<file path="config.mk">
export PLATFORM = sky130hd
export DESIGN_NAME = pipe_stage_chain
export DESIGN_NICKNAME = d
export VERILOG_FILES = /design/src/rtl/pipe_pkg.sv /design/src/rtl/pipe_skid_buf.sv /design/src/rtl/pipe_stage_chain.sv
export SDC_FILE = /design/constraint.sdc
export NUM_CORES = 1
export LEC_CHECK = 0
export CORE_MARGIN = 3
export CORE_UTILIZATION = 35
export CTS_BUF_LIST = sky130_fd_sc_hd__clkbuf_16
export CTS_CLUSTER_DIAMETER = 100
export CTS_CLUSTER_SIZE = 8
export DETAILED_ROUTE_END_ITERATION = 10
export PLACE_DENSITY_LB_ADDON = 0.2
export SLEW_MARGIN = 10
export SYNTH_ARGS = -nofsm -noshare
export SYNTH_HDL_FRONTEND = slang
export SYNTH_SLANG_ARGS = --single-unit
</file>
<file path="constraint.sdc">
create_clock -name clock -period 5.7 [get_ports clock]
set_clock_uncertainty 0.05 [all_clocks]
set_input_delay 1.425 -clock clock [delete_from_list [all_inputs] [get_ports clock]]
set_output_delay 1.425 -clock clock [all_outputs]
set_load 0.02 [all_outputs]
</file>
<file path="src/rtl/pipe_pkg.sv">
`default_nettype none
// ============================================================================
// Module   : pipe_pkg
// Purpose  : Shared definitions for the pipeline register chain: the depth
//            ceiling, the occupancy popcount helper and the packed per-stage
//            processor control bits that callers fold into the stage payload.
// Revision : 1.0 - initial release
// ============================================================================
package pipe_pkg;

  localparam int PIPE_MAX_DEPTH = 16;
  // Wide enough for PIPE_MAX_DEPTH stages plus one skid entry.
  localparam int PIPE_CNT_W     = 5;

  // Processor control bits carried alongside the instruction; callers pack
  // this struct into the low bits of the WIDTH payload.
  typedef struct packed {
    logic branch;
    logic jump;
    logic mem_wr;
    logic mem_to_reg;
    logic mov;
    logic is_byte;
    logic is_half;
    logic sext;
    logic jal;
    logic use_reg;
  } pipe_ctrl_t;

  function automatic logic [PIPE_CNT_W-1:0] pipe_popcnt(
    input logic [PIPE_MAX_DEPTH-1:0] bits
  );
    logic [PIPE_CNT_W-1:0] cnt;
    cnt = '0;
    for (int i = 0; i < PIPE_MAX_DEPTH; i++) begin
      cnt = cnt + {{(PIPE_CNT_W-1){1'b0}}, bits[i]};
    end
    return cnt;
  endfunction

endpackage
`default_nettype wire

</file>
<file path="src/rtl/pipe_skid_buf.sv">
`default_nettype none
// ============================================================================
// Module   : pipe_skid_buf
// Purpose  : One-entry valid/ready skid buffer placed ahead of stage 0.
//            in_ready is a pure flop output, cutting the combinational
//            ready path from the chain back to the upstream producer.
// Ports    : clock, reset (async, active-low)
//            in_valid/in_ready/in_data    upstream side
//            out_valid/out_ready/out_data toward stage 0
//            flush                        discards a held entry this cycle
//            held                         skid currently holds an entry
// Revision : 1.0 - initial release
// ============================================================================
module pipe_skid_buf #(
  parameter int WIDTH = 32
) (
  input  logic             clock,
  input  logic             reset,
  input  logic             in_valid,
  output logic             in_ready,
  input  logic [WIDTH-1:0] in_data,
  input  logic             flush,
  output logic             out_valid,
  input  logic             out_ready,
  output logic [WIDTH-1:0] out_data,
  output logic             held
);

  logic             r_valid;
  logic [WIDTH-1:0] r_data;

  // A held entry always has priority (oldest first); while it is held the
  // upstream sees in_ready=0, so the bypass path is only used when empty.
  assign out_valid = r_valid ? ~flush : in_valid;
  assign out_data  = r_valid ? r_data : in_data;
  assign in_ready  = ~r_valid;
  assign held      = r_valid;

  always_ff @(posedge clock or negedge reset) begin
    if (!reset) begin
      r_valid <= 1'b0;
      r_data  <= '0;
    end else begin
      // Whatever is offered downstream but not taken stays here.
      r_valid <= out_valid & ~out_ready;
      if (!r_valid && in_valid && !out_ready) begin
        r_data <= in_data;
      end
    end
  end

endmodule
`default_nettype wire

</file>
<file path="src/rtl/pipe_stage_chain.sv">
`default_nettype none
// ============================================================================
// Module   : pipe_stage_chain
// Purpose  : In-order chain of DEPTH pipeline registers with a per-stage
//            valid/ready handshake. Empty slots collapse (a stalled stage
//            never holds back an empty stage behind it) and a per-stage kill
//            mask squashes younger entries in one cycle.
// Macro    : PIPE_SKID_EN - adds a one-entry skid ahead of stage 0 so that
//            in_ready comes straight from a flop.
// Ports    : clock, reset (async, active-low)
//            in_valid/in_ready/in_data      producer side, enters stage 0
//            kill[DEPTH]                    discards the entry held in stage i
//            out_valid/out_ready/out_data   consumer side, stage DEPTH-1
//            occupancy                      live entries from flops (pre-kill)
// Revision : 1.0 - initial release
// ============================================================================
module pipe_stage_chain #(
  parameter int WIDTH = 32,
  parameter int DEPTH = 4
) (
  input  logic                         clock,
  input  logic                         reset,
  input  logic                         in_valid,
  output logic                         in_ready,
  input  logic [WIDTH-1:0]             in_data,
  input  logic [DEPTH-1:0]             kill,
  output logic                         out_valid,
  input  logic                         out_ready,
  output logic [WIDTH-1:0]             out_data,
  output logic [$clog2(DEPTH+2)-1:0]   occupancy
);
  import pipe_pkg::*;

  localparam int OCC_W = $clog2(DEPTH+2);

  logic [DEPTH-1:0]      w_valid;
  logic [DEPTH-1:0]      w_ev;
  logic [DEPTH:0]        w_rdy;
  logic [WIDTH-1:0]      w_data [DEPTH];
  logic                  w_s0_valid;
  logic [WIDTH-1:0]      w_s0_data;
  logic                  w_skid_held;
  logic [PIPE_CNT_W-1:0] w_cnt;

  assign w_ev = w_valid & ~kill;

  // A stage can take a new entry if it is (effectively) empty or its own
  // entry is leaving this cycle; a killed stage counts as empty.
  always_comb begin
    w_rdy        = '0;
    w_rdy[DEPTH] = out_ready;
    for (int i = DEPTH-1; i >= 0; i--) begin
      w_rdy[i] = ~w_ev[i] | w_rdy[i+1];
    end
  end

`ifdef PIPE_SKID_EN
  pipe_skid_buf #(
    .WIDTH(WIDTH)
  ) u_skid (
    .clock    (clock),
    .reset    (reset),
    .in_valid (in_valid),
    .in_ready (in_ready),
    .in_data  (in_data),
    .flush    (kill[0]),
    .out_valid(w_s0_valid),
    .out_ready(w_rdy[0]),
    .out_data (w_s0_data),
    .held     (w_skid_held)
  );
`else
  assign w_s0_valid  = in_valid;
  assign w_s0_data   = in_data;
  assign in_ready    = w_rdy[0];
  assign w_skid_held = 1'b0;
`endif

  for (genvar i = 0; i < DEPTH; i++) begin : g_stage
    logic             r_valid;
    logic [WIDTH-1:0] r_data;
    logic             w_xfer;
    logic [WIDTH-1:0] w_src;

    if (i == 0) begin : g_head
      assign w_xfer = w_s0_valid & w_rdy[0];
      assign w_src  = w_s0_data;
    end else begin : g_body
      assign w_xfer = w_ev[i-1] & w_rdy[i];
      assign w_src  = w_data[i-1];
    end

    // Data is not cleared on kill; the valid bit alone retires the entry.
    always_ff @(posedge clock or negedge reset) begin
      if (!reset) begin
        r_valid <= 1'b0;
        r_data  <= '0;
      end else begin
        r_valid <= w_xfer | (w_ev[i] & ~w_rdy[i+1]);
        if (w_xfer) begin
          r_data <= w_src;
        end
      end
    end

    assign w_valid[i] = r_valid;
    assign w_data[i]  = r_data;
  end

  assign out_valid = w_ev[DEPTH-1];
  assign out_data  = w_data[DEPTH-1];

  assign w_cnt     = pipe_popcnt(PIPE_MAX_DEPTH'(w_valid))
                   + {{(PIPE_CNT_W-1){1'b0}}, w_skid_held};
  assign occupancy = OCC_W'(w_cnt);

endmodule
`default_nettype wire

</file>
==> impl_metrics.json, run 1 <==
{
  "outcome": "finished clean",
  "cell_internal_pwr_mw": 2.16,
  "cts_htree_levels": 4,
  "synth_sequential_area_ratio_pct": 65.9,
  "cts_root_buffer": "sky130_fd_sc_hd__clkbuf_16",
  "netlist.area_leader.share_pct": 65.9,
  "die-area_um2": 15800,
  "worstMarginPinSlew_ns": 1.08,
  "area_of_the_mapped_netlist_um2": 5010,
  "unrepaired_setup_endpoints_after_global_routing": "false",
  "boundary_pin_count": 77,
  "synthTopCellsByArea": "sky130_fd_sc_hd__dfrtp_1 66%, sky130_fd_sc_hd__mux2_2 28%, sky130_fd_sc_hd__buf_2 0.90%",
  "worst_setup_start_kind": "input pin",
  "crit_buf_inv": 2,
  "drv.max_cap_violation_count": 0,
  "nNetsFinal": 428,
  "postSynthCellCount": 299,
  "crit_path_max_incr_delay_ns": 0.58,
  "syn_nets": 342,
  "gp_congestion": 0.713,
  "postCtsSetupBuffers": 0,
  "finalSetupViolations": 0,
  "grt.met2_usage_pct": 19.4,
  "fp.coreArea_um2": 13900,
  "post-route-worst-setup-slack_ns": 1.07,
  "groute.layer.met1.usage_pct": 15.8,
  "grt_busiest_layer": "met2",
  "p_sw_share_pct": 26.5,
  "detailedRoute.firstPassIterationCount": 4,
  "port-buffer-count": 76,
  "cts_repair_resize_count": 0,
  "worstSetupPathType": "in -> out",
  "power_frac_seq_pct": 44.4,
  "grt_pass1_wl_um": 15300,
  "p_comb_share_pct": 22.7,
  "crit_path_capture_type": "output port",
  "initial_core_util_pct": 36.0,
  "number_of_design_rule_violations_left_after_detail_routing": 0,
  "die_y_um": 126,
  "cts-hold-fix-buffers": 0,
  "path_cells": "clkdlybuf4s50_1 > nor3b_4 > nand4_1 > clkdlybuf4s50_1",
  "power.density_nw_per_um2": 452,
  "insertedDiodeCount": 0,
  "design_power_total_mw": 2.93,
  "grt_pass1_vias": 2918,
  "r2r_start": "g_stage[3].r_valid$_DFF_PN0_",
  "leakage_nw": 2.75,
  "cts_tree": "yes",
  "final_common_cell": "sky130_fd_sc_hd__dfrtp_1",
  "place_ws_ns": 1.06,
  "grt_remaining_overflow": 0,
  "drt_first_iter_violations": 120,
  "timing.critical_path.arrival_ns": 3.15,
  "hold_start": "g_stage[1].r_data[2]$_DFFE_PN0P_",
  "cpLargestDelayFamily": "buffers and inverters",
  "gr-usage-met3_pct": 5.13,
  "grt_max_degree": 80,
  "number_of_antenna_violations_at_the_first_check_in_global_routing": 0,
  "postSynthAreaPerCell_um2": 16.8,
  "total_track_usage_pct": 12.6,
  "detailroute.via_count": 2701,
  "worst_slew_margin_rel_pct": 27.8,
  "synth.largest_area_cell": "sky130_fd_sc_hd__dfrtp_1",
  "cts_buffers": 17,
  "antenna_nets_post_route": 0,
  "cts.reportedPaths.clkPinSlew_ns": 0.05,
  "routed_wirelength_um": 9080,
  "worstHoldPathType": "reg -> reg",
  "dpl.hpwl_um": 5690,
  "slowest_stage": "sky130_fd_sc_hd__clkdlybuf4s50_1",
  "clock_power_share_pct": 32.8,
  "post_route_cells_drive_above_1_share_pct": 40.8,
  "fin_crit_sh_pct": 81.2,
  "cts.sink_count": 132,
  "critical-path-top-cell-by-count": "sky130_fd_sc_hd__clkdlybuf4s50_1",
  "crit_path_max_fanout": 7,
  "synth_seq_cells": 132,
  "max_freq_mhz": 216,
  "drt-vias-per-instance": 4.68,
  "die_x_um": 126,
  "report.final.hold_viol_count": 0,
  "max-clock-path-buffers": 2,
  "power.net_switching_mw": 0.776,
  "crit_start": "kill[3]",
  "most-common-layout-cells": "132 x sky130_fd_sc_hd__dfrtp_1, 126 x sky130_fd_sc_hd__mux2_2, 75 x sky130_fd_sc_hd__clkdlybuf4s50_1",
  "avgRoutedWirePerCell_um": 15.7,
  "synthDistinctLibCells": 19,
  "peakVddDrop_mv": 0.250,
  "yosys_warnings": 0,
  "synthToLayoutAreaGrowth_pct": 29.5,
  "final_max_tran_viols": 0,
  "finalCriticalPeriod_ns": 4.63,
  "tns_ns": 0,
  "row_count": 43,
  "cp.required_ns": 4.22,
  "clk-insertion-delay-late_ns": 0.42
}
## worst register-to-register path: stages (launching register included)
cell                      delay [ns]
sky130_fd_sc_hd__dfrtp_1        0.35
sky130_fd_sc_hd__nor3b_4        0.46
sky130_fd_sc_hd__a41o_2         0.85
sky130_fd_sc_hd__mux2_2         0.43
## power groups by stage
stage          combinational (mW)  sequential (mW)  clock, mW
4_1_cts                     0.681             1.31      0.992
5_1_grt                     0.714             1.34       1.04
3_5_place_dp                0.679             1.32          0
2_1_floorplan               0.246             1.42          0
3_3_place_gp                0.667             1.31          0
6_report                    0.667             1.30      0.963
## worst paths after layout
| path | endpoint | slack (ns) | depth (start not counted) |
|---|---|---|---|
| max reg2reg | g_stage[0].r_data[12]$_DFFE_PN0P_ | 3.43 | 3 |
| min in group asynchronous | out_data[29]$_DFFE_PN0P_ | 0.97 | 1 |
| min reg2reg | g_stage[1].r_data[2]$_DFFE_PN0P_ | 0.43 | 1 |
| max in group asynchronous | g_stage[2].r_data[24]$_DFFE_PN0P_ | 3.41 | 2 |
| min | g_stage[1].r_data[2]$_DFFE_PN0P_ | 0.43 | 1 |
| max | in_ready | 1.07 | 4 |
## layer usage
metal	up-vias	part of all wire [%]
met5	-	0
met3	10	4.8
met4	0	1.5
met2	51	48
met1	1416	46
li1	1224	-
## synthesized netlist by cell type
cell / count
sky130_fd_sc_hd__nor3b_4: 1
sky130_fd_sc_hd__ha_1: 2
sky130_fd_sc_hd__dfrtp_1: 132
sky130_fd_sc_hd__nand2b_1: 4
sky130_fd_sc_hd__fa_1: 1
sky130_fd_sc_hd__o21ai_0: 1
sky130_fd_sc_hd__a21oi_1: 1
sky130_fd_sc_hd__mux2_1: 2
sky130_fd_sc_hd__buf_6: 3
sky130_fd_sc_hd__nand2_1: 3
sky130_fd_sc_hd__mux2_2: 126
sky130_fd_sc_hd__buf_2: 9
sky130_fd_sc_hd__nor2b_1: 1
sky130_fd_sc_hd__and4bb_2: 1
sky130_fd_sc_hd__a21oi_2: 1
sky130_fd_sc_hd__nor2_1: 2
sky130_fd_sc_hd__inv_1: 7
sky130_fd_sc_hd__nand4_1: 1
sky130_fd_sc_hd__a41o_1: 1
## final cells by class
class	count	area, um2
tap	180	225
clock inverter	14	96.3
clock buffer	17	425
fill	1242	7440
timing repair buffer	79	785
sequential	132	3300
multi-input combinational	148	1630
inverter	7	26.3
## kinds of logic after synthesis
| group | Yosys count | share of synthesized area, % |
|---|---|---|
| flops | 132 | 65.9 |
| mux | 128 | 28.8 |
| buf+inv | 19 | 2.10 |
| simple gates | 13 | 1.75 |
| compound gates | 4 | 0.574 |
| fa+ha+maj | 3 | 0.899 |
## metrics by stage
step	util, %	hold slack, ns	cell area, um2	std cells
finish	46.6	0.431	6490	577
global route	46.6	0.454	6490	577
CTS	46.6	0.440	6490	577
detailed placement	42.8	0.427	5970	546
global placement	42.8	0.412	5970	546
floorplan	-	0.402	5010	299
## sequential cells by signal, indices dropped and copies added (netlist names)
name             flops
g_stage.r_data      96
out_data            32
g_stage.r_valid      4
No activity file was read; power rests on OpenSTA's default activity.
==> run 2: changes to the inputs <==
==> constraint.sdc (replaced) <==
create_clock -name clock -period 3.8 [get_ports clock]
set_clock_uncertainty 0.05 [all_clocks]
set_input_delay 0.95 -clock clock [delete_from_list [all_inputs] [get_ports clock]]
set_output_delay 0.95 -clock clock [all_outputs]
set_load 0.02 [all_outputs]
==> run 2 against run 1 <==
Compared with the run above:
- cell area grew 2.2%
- wire length grew 1.6%
- die area is the same
- sequential share of layout area shrank 1.1 points
==> impl_metrics.json, run 2 (synthesis gave the netlist of run 1 again) <==
{
  "row_count": 43,
  "max-clock-path-buffers": 2,
  "initial_core_util_pct": 36.0,
  "drv.max_cap_violation_count": 0,
  "cts-hold-fix-buffers": 0,
  "worstSetupPathType": "in -> out",
  "worstMarginPinSlew_ns": 0.791,
  "postCtsSetupBuffers": 0,
  "hold_start": "g_stage[1].r_data[3]$_DFFE_PN0P_",
  "nNetsFinal": 433,
  "worstHoldPathType": "reg -> reg",
  "top_register": "g_stage.r_data",
  "crit_path_capture_type": "output port",
  "drt_first_iter_violations": 117,
  "fin_crit_sh_pct": 92.8,
  "die_y_um": 126,
  "total_track_usage_pct": 12.8,
  "port-buffer-count": 76,
  "n_fill_cell": 1232,
  "number_of_design_rule_violations_left_after_detail_routing": 0,
  "grt_pass1_wl_um": 15400,
  "avgRoutedWirePerCell_um": 15.8,
  "post-route-worst-setup-slack_ns": 0.274,
  "cts_repair_resize_count": 0,
  "path_cells": "clkdlybuf4s50_1 > and4bb_2 > nand4_1 > clkdlybuf4s50_1",
  "antenna_nets_post_route": 0,
  "outcome": "finished clean",
  "most-common-layout-cells": "132 x sky130_fd_sc_hd__dfrtp_1, 126 x sky130_fd_sc_hd__mux2_2, 75 x sky130_fd_sc_hd__clkdlybuf4s50_1",
  "cts_htree_levels": 4,
  "post_route_cells_drive_above_1_share_pct": 42.4,
  "timing.critical_path.arrival_ns": 2.53,
  "dpl.hpwl_um": 5970,
  "routed_wirelength_um": 9220,
  "finalCriticalPeriod_ns": 3.53,
  "worst_r2r_setup_slack_ns": 1.78,
  "grt_remaining_overflow": 0,
  "die_x_um": 126,
  "place_ws_ns": 0.273,
  "final_common_cell": "sky130_fd_sc_hd__dfrtp_1",
  "peakVddDrop_mv": 0.344,
  "worst_slew_margin_rel_pct": 47.3,
  "cp.required_ns": 2.80,
  "number_of_antenna_violations_at_the_first_check_in_global_routing": 0,
  "r2r_start": "g_stage[3].r_valid$_DFF_PN0_",
  "report.final.hold_viol_count": 0,
  "cts.sink_count": 132,
  "grt_max_degree": 88,
  "timing.hold.worst_endpoint": "g_stage[1].r_data[3]$_DFFE_PN0P_",
  "detailedRoute.firstPassIterationCount": 4,
  "cts_tree": "yes",
  "detailroute.via_count": 2696,
  "power.density_nw_per_um2": 691,
  "critical-path-top-cell-by-count": "sky130_fd_sc_hd__clkdlybuf4s50_1",
  "max_freq_mhz": 284,
  "reg2regPathDepth": 5,
  "cts_buffers": 17,
  "boundary_pin_count": 77,
  "clk-insertion-delay-late_ns": 0.41,
  "slowest_stage": "sky130_fd_sc_hd__clkdlybuf4s50_1",
  "fp.coreArea_um2": 13900,
  "tns_ns": 0,
  "synthToLayoutAreaGrowth_pct": 32.4,
  "gp_congestion": 0.718,
  "leakage_nw": 2.82,
  "cts.reportedPaths.clkPinSlew_ns": 0.05,
  "worst_setup_start_kind": "input pin",
  "final_max_tran_viols": 0,
  "design_power_total_mw": 4.58,
  "largest_reg_flops": 96,
  "crit_path_max_incr_delay_ns": 0.57,
  "drt-vias-per-instance": 4.62,
  "crit_path_max_fanout": 3,
  "footprint_of_the_multi_input_gates_um2": 1630,
  "finalSetupViolations": 0,
  "die-area_um2": 15800,
  "regToRegEndpoint": "g_stage[0].r_data[30]$_DFFE_PN0P_",
  "insertedDiodeCount": 0,
  "unrepaired_setup_endpoints_after_global_routing": "false",
  "grt_pass1_vias": 2946,
  "post-route-util_pct": 47.6,
  "holdPathStages": 1,
  "cts_root_buffer": "sky130_fd_sc_hd__clkbuf_16",
  "regArea_um2": 3300
}
[run 2: cell count changes in the layout (fill, tap and decap cells not counted), sizes merged]
cell,previous run,this run
bufinv,1,3
clkinv,10,8
buf,4,9
clkinvlp,3,4
[run 2: how the worst max path moves through the flow]
stage | startpoint | end | slack, ns | cells past startpoint
after floorplan | kill[3] | in_ready | 1.28 | 2
after global placement | kill[2] | in_ready | 0.28 | 4
after detailed placement | kill[2] | in_ready | 0.27 | 4
after CTS | g_stage[0].r_valid$_DFF_PN0_ | occupancy[1] | 0.25 | 6
after global routing | g_stage[0].r_valid$_DFF_PN0_ | occupancy[1] | 0.19 | 6
final | kill[2] | in_ready | 0.27 | 4
[run 2: through the flow]
stage	cells	cell area (um2)	hold slack [ns]
global route	583	6640	0.451
CTS	583	6640	0.432
detailed placement	551	6040	0.419
floorplan	299	5010	0.402
global placement	551	6040	0.411
finish	583	6640	0.431
[run 2: power by group]
part / switching, mW / internal, mW / leakage, nW
clock network: 0.595 / 1.02 / 0.279
logic: 0.418 / 0.591 / 0.960
registers: 0.182 / 1.78 / 1.58
[run 2: cell type report]
type                            count  area share [%]
Tap cell                          180            3.39
Multi-Input combinational cell    148            24.6
Timing Repair Buffer               84            13.0
Clock buffer                       17            6.41
Clock inverter                     15            2.49
Inverter                            7           0.396
Sequential cell                   132            49.8
[run 2: per-layer routing]
metal,up-vias,part of all wire (%),GRT usage [%]
met5,-,0,0
met4,0,2.1,6.70
met3,14,3.9,3.99
met2,54,48,19.6
met1,1393,46,16.4
li1,1235,-,-
[run 2: worst max-delay path, delay by kind of cell]
kind / cells / cell delay, ns
and+or+nand+nor: 2 / 0.55
buffers and inverters: 2 / 1.02
